**config.mk**
```make
export PLATFORM = sky130hd
export DESIGN_NAME = hazard_unit_sb
export DESIGN_NICKNAME = d
export VERILOG_FILES = /design/src/rtl/hazard_unit_sb.sv
export SDC_FILE = /design/constraint.sdc
export NUM_CORES = 1
export LEC_CHECK = 0
export BUFFER_PORTS_ARGS = -buffer_cell sky130_fd_sc_hd__clkbuf_2
export CELL_PAD_IN_SITES_DETAIL_PLACEMENT = 1
export CELL_PAD_IN_SITES_GLOBAL_PLACEMENT = 1
export CORE_MARGIN = 1.5
export CORE_UTILIZATION = 44
export DETAILED_ROUTE_END_ITERATION = 10
export GPL_ROUTABILITY_DRIVEN = 0
export PLACE_DENSITY = 0.88
export SYNTH_ARGS = -nofsm -noshare
export SYNTH_HDL_FRONTEND = slang
export SYNTH_SLANG_ARGS = --single-unit
```
**constraint.sdc**
```tcl
create_clock -name clk -period 3.72 [get_ports clk]
set_clock_uncertainty 0.15 [all_clocks]
set_input_delay 0.558 -clock clk [delete_from_list [all_inputs] [get_ports clk]]
set_output_delay 0.558 -clock clk [all_outputs]
set_load 0.005 [all_outputs]
```
**src/rtl/hazard_unit_sb.sv**
```systemverilog
// hazard_unit_sb: RV32I 5-stage hazard unit with M/W forwarding, load-use stall, branch flush, mc scoreboard and dmem freeze
module hazard_unit_sb #(
  parameter int REG_AW = 5,
  parameter int MC_LAT = 4,
  parameter int FWD_WB = 1
) (
  input  logic              clk,
  input  logic              reset,
  input  logic              regWrite_M,
  input  logic              regWrite_W,
  input  logic              PCSrc_E,
  input  logic [1:0]        resultSrc_E,
  input  logic [1:0]        resultSrc_M,
  input  logic              dmem_ready,
  input  logic              mc_D,
  input  logic              mc_start_E,
  input  logic              regWrite_D,
  input  logic [REG_AW-1:0] rs1_D,
  input  logic [REG_AW-1:0] rs2_D,
  input  logic [REG_AW-1:0] rd_D,
  input  logic [REG_AW-1:0] rs1_E,
  input  logic [REG_AW-1:0] rs2_E,
  input  logic [REG_AW-1:0] rd_E,
  input  logic [REG_AW-1:0] rd_M,
  input  logic [REG_AW-1:0] rd_W,
  output logic [1:0]        forwardAE,
  output logic [1:0]        forwardBE,
  output logic              stallF,
  output logic              stallD,
  output logic              stallE,
  output logic              stallM,
  output logic              flushD,
  output logic              flushE,
  output logic              flushW,
  output logic              mc_busy,
  output logic              mc_wb_valid,
  output logic [REG_AW-1:0] mc_wb_rd
);
  localparam int NR = 1 << REG_AW;
  localparam int CW = $clog2(MC_LAT);
  localparam logic [1:0] S_IDLE = 2'd0;
  localparam logic [1:0] S_BUSY = 2'd1;
  localparam logic [1:0] S_DONE = 2'd2;

  logic [1:0]        r_state;
  logic [CW-1:0]     r_cnt;
  logic [NR-1:0]     r_busy;
  logic [REG_AW-1:0] r_mc_rd;

  logic [NR-1:0] w_busy;
  logic          w_mem_stall;
  logic          w_load_use;
  logic          w_sb_raw;
  logic          w_sb_waw;
  logic          w_mc_struct;
  logic          w_d_stall;
  logic          w_issue;
  logic          w_fwd_wb;

  assign w_fwd_wb = (FWD_WB != 0);

  // Forward selects: M beats W, x0 never forwarded
  always_comb begin
    forwardAE = (regWrite_M && rd_M == rs1_E && rd_M != '0) ? 2'b10 :
                (w_fwd_wb && regWrite_W && rd_W == rs1_E && rd_W != '0) ? 2'b01 : 2'b00;
    forwardBE = (regWrite_M && rd_M == rs2_E && rd_M != '0) ? 2'b10 :
                (w_fwd_wb && regWrite_W && rd_W == rs2_E && rd_W != '0) ? 2'b01 : 2'b00;
  end

  // Hazard terms; bit 0 of the scoreboard is masked so x0 never stalls
  always_comb begin
    w_busy      = r_busy & ~NR'(1);
    w_mem_stall = (resultSrc_M == 2'b01) && !dmem_ready;
    w_load_use  = (resultSrc_E == 2'b01) && rd_E != '0 && (rd_E == rs1_D || rd_E == rs2_D);
    w_sb_raw    = w_busy[rs1_D] || w_busy[rs2_D];
    w_sb_waw    = regWrite_D && w_busy[rd_D];
    w_mc_struct = mc_D && (r_state != S_IDLE);
    w_d_stall   = w_load_use | w_sb_raw | w_sb_waw | w_mc_struct;
    w_issue     = mc_start_E && !w_mem_stall;
  end

  // Stall/flush: a dmem wait freezes the whole pipe and defers any branch flush
  always_comb begin
    stallF = w_mem_stall | w_d_stall;
    stallD = w_mem_stall | w_d_stall;
    stallE = w_mem_stall;
    stallM = w_mem_stall;
    flushW = w_mem_stall;
    flushD = !w_mem_stall && PCSrc_E;
    flushE = !w_mem_stall && (w_d_stall || PCSrc_E);
  end

  // Multi-cycle unit tracker: issue -> BUSY countdown -> one-cycle DONE writeback
  always_ff @(posedge clk or posedge reset) begin
    if (reset) begin
      r_state <= S_IDLE;
      r_cnt   <= '0;
      r_busy  <= '0;
      r_mc_rd <= '0;
    end else begin
      case (r_state)
        S_IDLE: if (w_issue) begin
          r_state <= S_BUSY;
          r_cnt   <= CW'(MC_LAT - 2);
          r_mc_rd <= rd_E;
          if (rd_E != '0) r_busy[rd_E] <= 1'b1;
        end
        S_BUSY: if (r_cnt == '0) r_state <= S_DONE; else r_cnt <= r_cnt - 1'b1;
        S_DONE: begin
          r_busy[r_mc_rd] <= 1'b0;
          r_state         <= S_IDLE;
        end
        default: r_state <= S_IDLE;
      endcase
    end
  end

  assign mc_busy     = (r_state != S_IDLE);
  assign mc_wb_valid = (r_state == S_DONE);
  assign mc_wb_rd    = r_mc_rd;
endmodule
```
Word level (Yosys, flattened, before mapping). Index checks and enable logic that the tools add are counted.

Register bits: 41. Memory bits (read-only): 0. Bits of input ports: 53. Latch bits: 0. Word-level logic and storage cells: 91. Bits in writable memories: 0. Memories: 0. Output and inout bits: 18.

$mul: 0. Eq/ne operators: 14. Muxes and demuxes: 23. Order comparisons: 7. $add $sub $neg: 1. Reductions and logical operators: 35. Bitwise logic cells: 7. Divide/modulo/power cells: 0. Shifts and indexed selects: 0.

Operators with widths (count): two-way mux 32 bit (2); one-hot mux 32 bit (2 select lines) (1); AND 32 bit (1); inverter 32 bit (1); bitwise OR 32 bit (1); == test 5 bit (6); < comparator 5 x 6 -> 1 bit, second input constant (5); logical AND 1 bit (18); binary-select mux 1 bit (select 5 bit) (3); nonzero test 5 bit (3); two-way mux 2 bit (6); demux 1 bit (select 5 bit) (2); >= comparator 5 x 1 -> 1 bit, second input constant (2); != test 2 bit, second input constant (4); one-hot mux 2 bit (2 select lines) (2); two-way mux 1 bit (7); == test 2 x 1 -> 1 bit, second input constant (3); AND reduction 3 bit (2); nonzero test 2 bit (3); logical NOT 2 bit (2); bitwise OR 1 bit (4); AND reduction 2 bit (2); logical OR 1 bit (3); == test 2 bit, second input constant (1); 2 further kinds (3).

Longest topological paths before layout. Gate-level depths: netlist of the first run.

Word-level depth: 8. Depth in mapped cells: 9. Depth with buffers taken out: 6.

Least setup slack after synthesis of the first run. No wires, ideal clock.

Kind: input-to-output. From: input port rs1_D[1]. To: output port stallF. Required time: 3012 ps. Path buffers: 3. Data arrival time: 2086 ps. Slack: 926 ps. Cell stages on the path: 9. Path through: buf_2 -> buf_2 -> mux2i_1 -> a22oi_1 -> nand3_1 -> nand4_1 -> nor4b_2 -> nand3_1 -> buf_4.

Cells in the longest elaborated chain, start to end: 7. Elaborated cells between the ends (all ways): 10. Those cells by class: eq/ne: 1; mux: 2; bitwise: 4; reduce/logical: 3.

Ends and longest elaborated chain: start: declaration (line 18) `input logic [REG_AW-1:0] rs1_D,`; binary-select mux 1 bit (select 5 bit) / == test 5 bit (equally long branches) (line 75, 74); two-way mux 1 bit (implied by the code) / logical OR 1 bit (equally long branches) (line 75, 74); logical OR 1 bit / logical AND 1 bit (equally long branches) (line 75, 74); bitwise OR 1 bit (*) (3 in series) (line 78) `w_d_stall = w_load_use | w_sb_raw | w_sb_waw | w_mc_struct;`; bitwise OR 1 bit (*); end: declaration (line 28) `output logic stallF,`.

Every way passes the cells marked *; elsewhere a longest branch is shown, timed or not. The select of a mux whose other input is x is not followed.

Worst setup path in the final report of the first run.
From: input port rs2_D[0]. To: output port stallD.

Cells in the longest elaborated chain, start to end: 7. Elaborated cells between the ends (all ways): 10. Those cells by class: eq/ne: 1; mux: 2; bitwise: 4; reduce/logical: 3.

Ends and longest elaborated chain: start: declaration (line 19) `input logic [REG_AW-1:0] rs2_D,`; binary-select mux 1 bit (select 5 bit) / == test 5 bit (equally long branches) (line 75, 74); two-way mux 1 bit (implied by the code) / logical OR 1 bit (equally long branches) (line 75, 74); logical OR 1 bit / logical AND 1 bit (equally long branches) (line 75, 74); bitwise OR 1 bit (*) (3 in series) (line 78); bitwise OR 1 bit (*) (line 85) `stallD = w_mem_stall | w_d_stall;`; end: declaration (line 29) `output logic stallD,`.

Marks and branches as above.

==> results of run 1 <==
## cells in the mapped netlist (2+ instances only)
master    count  area share
nor3_1        3      0.0050
a22oi_1       3      0.0075
o21ai_0      65        0.11
mux2_2        7       0.026
nand2_1      18       0.023
nand4_1       2      0.0042
nand2b_1      2      0.0042
buf_2         5      0.0084
nand3_1      18       0.030
buf_4         3      0.0075
nor2b_1       8       0.017
a21oi_1       4      0.0067
inv_1         8       0.010
xor2_1       20       0.059
nand3b_1     10       0.025
or4_1         4       0.010
or3b_2        3      0.0088
buf_6         2      0.0075
mux2i_1      21       0.070
buf_1         3      0.0038
nor2_1       12       0.015
a31oi_1       4      0.0084
mux4_2       12       0.091
mux4_1        2       0.018
dfrtp_1      40        0.34
xnor2_1      10       0.029
nor4_1        4      0.0084
clkbuf_1      6      0.0075
## cells by family after synthesis
logic type	share of synthesized area
buffers and inverters	0.0465
AO/OA/AOI/OAI	0.152
multiplexers	0.205
AND/OR/NAND/NOR	0.169
flip-flops	0.335
XOR/XNOR	0.0880
adder cells (fa/ha/maj)	0.00419
## power breakdown
| part | switching (mW) | leakage, nW | internal, mW | total [mW] |
|---|---|---|---|---|
| combinational | 0.363 | 0.921 | 0.366 | 0.729 |
| clock | 0.143 | 0.0503 | 0.165 | 0.309 |
| sequential | 0.274 | 0.389 | 0.617 | 0.892 |
| total | 0.781 | 1.36 | 1.15 | 1.93 |
## through the flow
stage / hold WS (ps) / setup slack, ps / utilization / area (µm²) / instances
after CTS: 229 / 564 / 0.530 / 3430 / 449
after detailed placement: 346 / 565 / 0.515 / 3330 / 442
after floorplan: 307 / 926 / - / 2980 / 314
after global routing: 269 / 443 / 0.530 / 3430 / 449
after global placement: 329 / 621 / 0.515 / 3330 / 442
final: 207 / 589 / 0.530 / 3430 / 449
## layout make-up
type                            count  area (µm²)  area share
Multi-Input combinational cell    246        1840       0.538
Sequential cell                    40        1000       0.292
Timing Repair Buffer               71         358       0.104
Clock buffer                        7        96.3      0.0281
Tap cell                           77        96.3      0.0281
Inverter                            8        30.0     0.00877
## worst max-delay path: cells and delay by family
family,cells,cell delay (ps)
and+or+nand+nor,3,670
muxes,1,540
AOI/OAI and AO/OA,2,230
buffers and inverters,2,420
## final timing paths
| check | from | to | slack, ps | cells after the start |
|---|---|---|---|---|
| min reg2reg | r_cnt[0] | r_cnt[0] | 360 | 1 |
| min in group clk | r_cnt[0] | r_cnt[0] | 360 | 1 |
| max reg2reg | r_state[1] | r_busy[8] | 1560 | 4 |
| max in group asynchronous | reset | r_busy[19] | 2450 | 3 |
| min | reset | r_busy[22] | 210 | 2 |
| max | rs2_D[0] | stallD | 590 | 8 |
## per-layer routing
layer  track usage  wire length (µm)
met1         0.341              3940
met2         0.488              4810
met3        0.0302               580
met4        0.0821               168
met5             0                 0
## flip-flops by register name, indices dropped and copies added, names as in the netlist
| name | cells |
|---|---|
| mc_wb_rd | 5 |
| r_busy | 31 |
| r_cnt | 2 |
| r_state | 2 |
==> impl_metrics.toml, run 1 <==
[status]
status = "complete, but fails checks"
failed_checks = "DRC"

[clock_tree]
ctsResizeCount = 0
clock-sinks = 40
postCtsSetupBuffers = 0
cts_inserted_buffers = 5
cts_buffer_depth = 2
cts.clk_slew.worst_paths_ps = 80
htreeDepth = 2
tritoncts = "done"
hold_buffers = 0
worst_skew_pair.late_latency_ps = 290
clk_root_buffer_cell = "clkbuf_8"

[global_route]
antenna_found_initial = 0
grt_max_degree = 23
grt_overflow = 0
grt_pass1_vias = 3013
grt_first_pass_wirelength_mm = 15.3
grt_util_all_layers = 0.271

[sta]
report.final.setup_viol = 0
hold_viol_final = 0
rsz0062_at_grt = "no"
worstMarginPinSlew_ps = 721
max_slew_margin = 0.519
timing.setup.tns_ps = 0
finalCriticalPeriod_ps = 3130
clock.fmax_ghz = 0.319
finalMaxSlewViolations = 0
fin_crit_sh = 0.842

[setup_path]
critPathKind = "primary input to output pin"
cpPeakStageDelay_ps = 540
cpMaxStageDelayCell = "mux4_2"
cp_max_fo = 10
crit_top_cell = "clkbuf_2"
path_cells = "clkbuf_2 -> mux4_2 -> nor3b_1 -> a211oi_1 -> o21ai_1 -> nor4b_2 -> nand3_1 -> clkbuf_2"
cp.required_ps = 3010
timing.critical_path.to_type = "output pin"
crit_arrival_ps = 2420
start_kind = "primary input"

[yosys]
synth_edf_count = 0
mappedNetlistArea_um2 = 2980
yosysSeqAreaShare = 0.335
yosys_register_bits = 40
yosys_warnings = 0
ys_types = 43
syn_inst = 314
ys_async_sr_fraction = 1.00
ys_dominant_reg_cell = "dfrtp_1"
syn_nets = 368
postSynthAreaPerCell_um2 = 9.50

[layout]
num-nets-final = 426
mostFrequentLayoutCells = "70 x clkbuf_2, 65 x o21ai_0, 40 x dfrtp_1"
final_common_cell = "clkbuf_2"
layout-drive-gt1-share = 0.277
diodes = 0
fillCellCount = 779
area_growth_pct = 14.8

[floorplan]
dieArea_um2 = 7290
start_util = 0.462
dieHeight_um = 85.4
die_w_um = 85.4
io_pins = 71
coreArea_um2 = 6460
core.rowCount = 29

[route]
drt-initial-drc-count = 144
ant_nets = 0
drc_errors = 6
routed_wl_mm = 9.50
drt-wirelength-per-cell_um = 21.1
firstDrtPassIters = 7
drt-vias-per-instance = 6.24
vias = 2804

[placement]
dp_hpwl_mm = 7.58
io_buffers = 70

[power]
irDropWorstVdd_uv = 336
fin_total_pwr_mw = 1.93
leakagePower_nw = 1.36
power.density_nw_per_um2 = 563

[run]
drv_cap = 0

[worst_hold_path]
hold_path_class = "primary input to asynchronous set/reset pin"
(Power assumes the default switching activity.)
==> run 2, diff against run 1 <==
--- a/config.mk
+++ b/config.mk
@@ -9,10 +9,10 @@
 export CELL_PAD_IN_SITES_DETAIL_PLACEMENT = 1
 export CELL_PAD_IN_SITES_GLOBAL_PLACEMENT = 1
 export CORE_MARGIN = 1.5
-export CORE_UTILIZATION = 44
+export CORE_UTILIZATION = 37
 export DETAILED_ROUTE_END_ITERATION = 10
 export GPL_ROUTABILITY_DRIVEN = 0
-export PLACE_DENSITY = 0.88
+export PLACE_DENSITY = 0.79
 export SYNTH_ARGS = -nofsm -noshare
 export SYNTH_HDL_FRONTEND = slang
 export SYNTH_SLANG_ARGS = --single-unit
==> constraint.sdc (replaced) <==
create_clock -name clk -period 2.7 [get_ports clk]
set_clock_uncertainty 0.15 [all_clocks]
set_input_delay 0.405 -clock clk [delete_from_list [all_inputs] [get_ports clk]]
set_output_delay 0.405 -clock clk [all_outputs]
set_load 0.005 [all_outputs]
==> impl_metrics.toml, run 2 (synthesis results as in run 1) <==
[floorplan]
die_w_um = 92.8
core.rowCount = 32
start_util = 0.384
dieArea_um2 = 8610
io_pins = 71
coreArea_um2 = 7770
dieHeight_um = 92.8

[power]
irDropWorstVdd_uv = 465
power.density_nw_per_um2 = 780
leakagePower_nw = 1.45
fin_total_pwr_mw = 2.84

[sta]
clock.fmax_ghz = 0.373
max_slew_margin = 0.656
report.final.setup_viol = 0
hold_viol_final = 0
finalCriticalPeriod_ps = 2680
finalMaxSlewViolations = 0
worstMarginPinSlew_ps = 517
fin_crit_sh = 0.994
rsz0062_at_grt = "yes"
timing.setup.tns_ps = 0
whs_ps = 53.9
fin_ws_ps = 17.0

[placement]
io_buffers = 70
placed_cell_area_um2 = 3440
pre_cts_ws_ps = -105
dp_hpwl_mm = 7.86
placedCellCount = 478

[setup_path]
start_kind = "register"
worst-path-buf-inv = 2
cp_max_fo = 3
timing.critical_path.to_type = "output pin"
cpMaxStageDelayCell = "mux4_2"
reg2reg_depth = 4
cp.required_ps = 2140
r2r-start = "r_state[1]"
r2r-end = "r_busy[16]"
path_cells = "buf_4 -> mux4_2 -> mux2i_1 -> nand3b_1 -> nand4_1 -> a31oi_1 -> clkbuf_2"
crit_arrival_ps = 2130
cp_top_family = "multiplexers"
critPathKind = "register to output pin"
cpPeakStageDelay_ps = 450
rrSetupSlack_ps = 770

[global_route]
grt_max_degree = 41
grt_pass1_vias = 3019
grt_util_all_layers = 0.247
grt_first_pass_wirelength_mm = 16.2
grt_overflow = 0
antenna_found_initial = 0

[route]
ant_nets = 0
routed_wl_mm = 10.3
drt-initial-drc-count = 218
drt-wirelength-per-cell_um = 20.7
drc_errors = 0
vias = 2959
drt-vias-per-instance = 5.97
firstDrtPassIters = 5

[worst_hold_path]
hold_path_class = "primary input to asynchronous set/reset pin"

[layout]
num-nets-final = 447
area_growth_pct = 22.3
largest_reg_flops = 31
layout-drive-gt1-share = 0.325
final_area_um2 = 3650
final_core_util = 0.470
diodes = 0
finalNonFillerCells = 496
mostFrequentLayoutCells = "68 x clkbuf_2, 65 x o21ai_0, 37 x dfrtp_1"
final_common_cell = "clkbuf_2"
largest_register = "r_busy"

[clock_tree]
cts.clk_slew.worst_paths_ps = 80
cts_buffer_depth = 2
tritoncts = "done"
hold_buffers = 0
cts_inserted_buffers = 5
htreeDepth = 2
clock-sinks = 40
clk_root_buffer_cell = "clkbuf_8"
worst_skew_pair.late_latency_ps = 300

[status]
status = "finished, final reports clean"

[run]
drv_cap = 0
-- run 2: final cells by class --
type	count	area, µm²
fill	948	4120
multi-input combinational	246	1880
sequential	40	1000
timing repair buffer	92	520
tap	102	128
clock buffer	8	90.1
inverter	8	30.0
-- run 2: timing repair --
action | CTS | global route
gates cloned | 0 | 0
setup buffers | 8 | 2
gates resized for setup | 5 | 4
pin swaps | 4 | 1
endpoints found under the setup margin | 3 | 3
-- run 2: how the worst max path moves through the flow --
stage,to,startpoint,slack [ps],cells past startpoint
3_5_place_dp,stallF,rs2_D[0],-100,8
5_1_grt,flushE,r_busy[31],-110,7
6_report,flushE,r_busy[8],20,7
4_1_cts,stallF,r_busy[15],-30,7
2_1_floorplan,stallF,rs1_D[1],210,9
3_3_place_gp,stallD,rs2_D[0],-30,8
-- run 2: metal layers --
| metal | GRT usage | up-vias | share of wire |
|---|---|---|---|
| met5 | 0 | - | 0 |
| met4 | 0.0821 | 0 | 0.027 |
| met1 | 0.333 | 1485 | 0.42 |
| met3 | 0.0353 | 21 | 0.061 |
| li1 | - | 1312 | - |
| met2 | 0.405 | 141 | 0.49 |
-- run 2: worst reg2reg max path: cells and delay by family (launching register included) --
kind | cells | cell delay, ps
simple gates | 2 | 900
compound gates | 2 | 350
flops | 1 | 400
-- run 2: where the power goes --
group | internal [mW] | total [mW] | switching, mW
registers | 0.855 | 1.19 | 0.332
logic | 0.618 | 1.24 | 0.622
clock network | 0.209 | 0.417 | 0.208
total | 1.68 | 2.84 | 1.16
==> run 3, diff against run 2 <==
--- a/config.mk
+++ b/config.mk
@@ -9,10 +9,10 @@
 export CELL_PAD_IN_SITES_DETAIL_PLACEMENT = 1
 export CELL_PAD_IN_SITES_GLOBAL_PLACEMENT = 1
 export CORE_MARGIN = 1.5
-export CORE_UTILIZATION = 37
+export CORE_UTILIZATION = 41
 export DETAILED_ROUTE_END_ITERATION = 10
 export GPL_ROUTABILITY_DRIVEN = 0
-export PLACE_DENSITY = 0.79
+export PLACE_DENSITY = 0.83
 export SYNTH_ARGS = -nofsm -noshare
 export SYNTH_HDL_FRONTEND = slang
 export SYNTH_SLANG_ARGS = --single-unit
==> constraint.sdc (replaced) <==
create_clock -name clk -period 2.6 [get_ports clk]
set_clock_uncertainty 0.15 [all_clocks]
set_input_delay 0.39 -clock clk [delete_from_list [all_inputs] [get_ports clk]]
set_output_delay 0.39 -clock clk [all_outputs]
set_load 0.005 [all_outputs]
==> impl_metrics.toml, run 3 (synthesis results as in run 1) <==
[clock_tree]
worst_skew_pair.late_latency_ps = 300
clock-sinks = 40
cts_inserted_buffers = 5
tritoncts = "done"
clk_root_buffer_cell = "clkbuf_8"
cts.clk_slew.worst_paths_ps = 80
cts_buffer_depth = 2
htreeDepth = 2

[layout]
mostFrequentLayoutCells = "69 x clkbuf_2, 65 x o21ai_0, 40 x dfrtp_1"
layout-drive-gt1-share = 0.330
final_core_util = 0.535
final_area_um2 = 3700
largest_reg_flops = 31
largest_register = "r_busy"
diodes = 0
area_growth_pct = 23.9
num-nets-final = 453
final_common_cell = "clkbuf_2"

[power]
p_sw_frac = 0.399
power.density_nw_per_um2 = 833
pwr-share-clk = 0.164
combinationalPowerShare = 0.441
irDropWorstVdd_uv = 467
seqPwrFrac = 0.395
p_int_mw = 1.85
p_switching_mw = 1.23
leakagePower_nw = 1.49

[route]
drc_errors = 0
drt-vias-per-instance = 5.98
top_layer = "met4"
ant_nets = 0
dr_wl_met2_mm = 5.06
vias = 2966
drt-initial-drc-count = 188
routed_wl_mm = 10.4
met3_length_um = 841
firstDrtPassIters = 4
drt-wirelength-per-cell_um = 21.0
wl_met1_mm = 4.35

[floorplan]
dieArea_um2 = 7800
start_util = 0.432
dieHeight_um = 88.3
coreArea_um2 = 6910
io_pins = 71
core.rowCount = 30
die_w_um = 88.3

[setup_path]
crit_arrival_ps = 2140
cp.required_ps = 2060
timing.critical_path.to_type = "output pin"
critPathKind = "register to output pin"
cp_max_fo = 2
start_kind = "register"

[sta]
hold_viol_final = 0
report.final.setup_viol = 3
clock.fmax_ghz = 0.374
fin_crit_sh = 1.03
worstMarginPinSlew_ps = 548
whs_ps = 45.5
fin_ws_ps = -75.9
rsz0062_at_grt = "yes"
max_slew_margin = 0.631
finalMaxSlewViolations = 0
finalCriticalPeriod_ps = 2680

[placement]
dp_hpwl_mm = 8.25
io_buffers = 70
pre_cts_ws_ps = -251
placed_cell_area_um2 = 3520

[worst_hold_path]
hold_path_class = "primary input to asynchronous set/reset pin"

[status]
status = "complete, but fails checks"
failed_checks = "setup timing"

[global_route]
grt_max_degree = 41
antenna_found_initial = 0
grt_first_pass_wirelength_mm = 16.6
grt_pass1_vias = 3040
grt_util_all_layers = 0.285
grt_overflow = 0

[run]
drv_cap = 0
run 3: cell count changes in the layout (fill, tap and decap cells not counted), sizes merged:
cell,change
buf,+6
clkbuf,-2
bufinv,+1
clkinv,+1
run 3: stage by stage:
| stage | std cells | TNS (ps) | total power [mW] |
|---|---|---|---|
| 5_1_grt | 496 | -631 | 3.28 |
| 3_5_place_dp | 482 | -697 | 2.48 |
| 6_report | 496 | -227 | 3.08 |
| 3_3_place_gp | 482 | -314 | 2.38 |
| 4_1_cts | 493 | -312 | 3.02 |
| 2_1_floorplan | 314 | 0 | 1.87 |
run 3: critical path, cell delays in order, from the launching register on:
cell      delay (ps)
dfrtp_1          400
mux4_2           490
nor3b_2          170
a211oi_1          70
o21ai_1          170
nor4b_4          290
a31oi_1          120
clkbuf_2         130
run 3: power by group through the flow:
| stage | logic [mW] | registers [mW] | clock network, mW |
|---|---|---|---|
| after global placement | 1.17 | 1.20 | 0 |
| after CTS | 1.32 | 1.20 | 0.508 |
| after global routing | 1.49 | 1.25 | 0.545 |
| final | 1.36 | 1.22 | 0.506 |
| after floorplan | 0.805 | 1.06 | 0 |
| after detailed placement | 1.25 | 1.23 | 0 |
run 3: final timing paths:
path | end | cells past startpoint | slack (ps) | start
worst max-delay path | flushE | 7 | -80 | r_busy[10]
worst min-delay path | r_busy[19] | 3 | 50 | reset
worst max register to register | r_busy[8] | 4 | 570 | r_state[1]
worst min register to register | r_cnt[0] | 1 | 360 | r_cnt[0]
max in group asynchronous | mc_wb_rd[3] | 3 | 1890 | reset
min in group clk | mc_wb_rd[4] | 2 | 340 | rd_E[4]
run 3: per-layer routing:
metal,track usage,up-vias
met3,0.0513,18
met1,0.387,1498
li1,-,1322
met2,0.472,128
met5,0,-
met4,0.0795,0
run 3: area by class of cell:
class                   count  area, µm²
clock buffers               6       72.6
clock inverters             2       35.0
fillers                   862       3210
inverters                   8       30.0
multi-input cells         246       1860
flip-flops and latches     40       1000
well taps                  96        120
repair buffers             98        576
run 3: timing repair:
action	CTS	global route
pin swaps	3	4
setup buffers	3	3
hold endpoints to repair	0	0
hold buffers	0	0
resized for setup	3	1
setup endpoints to repair	3	4
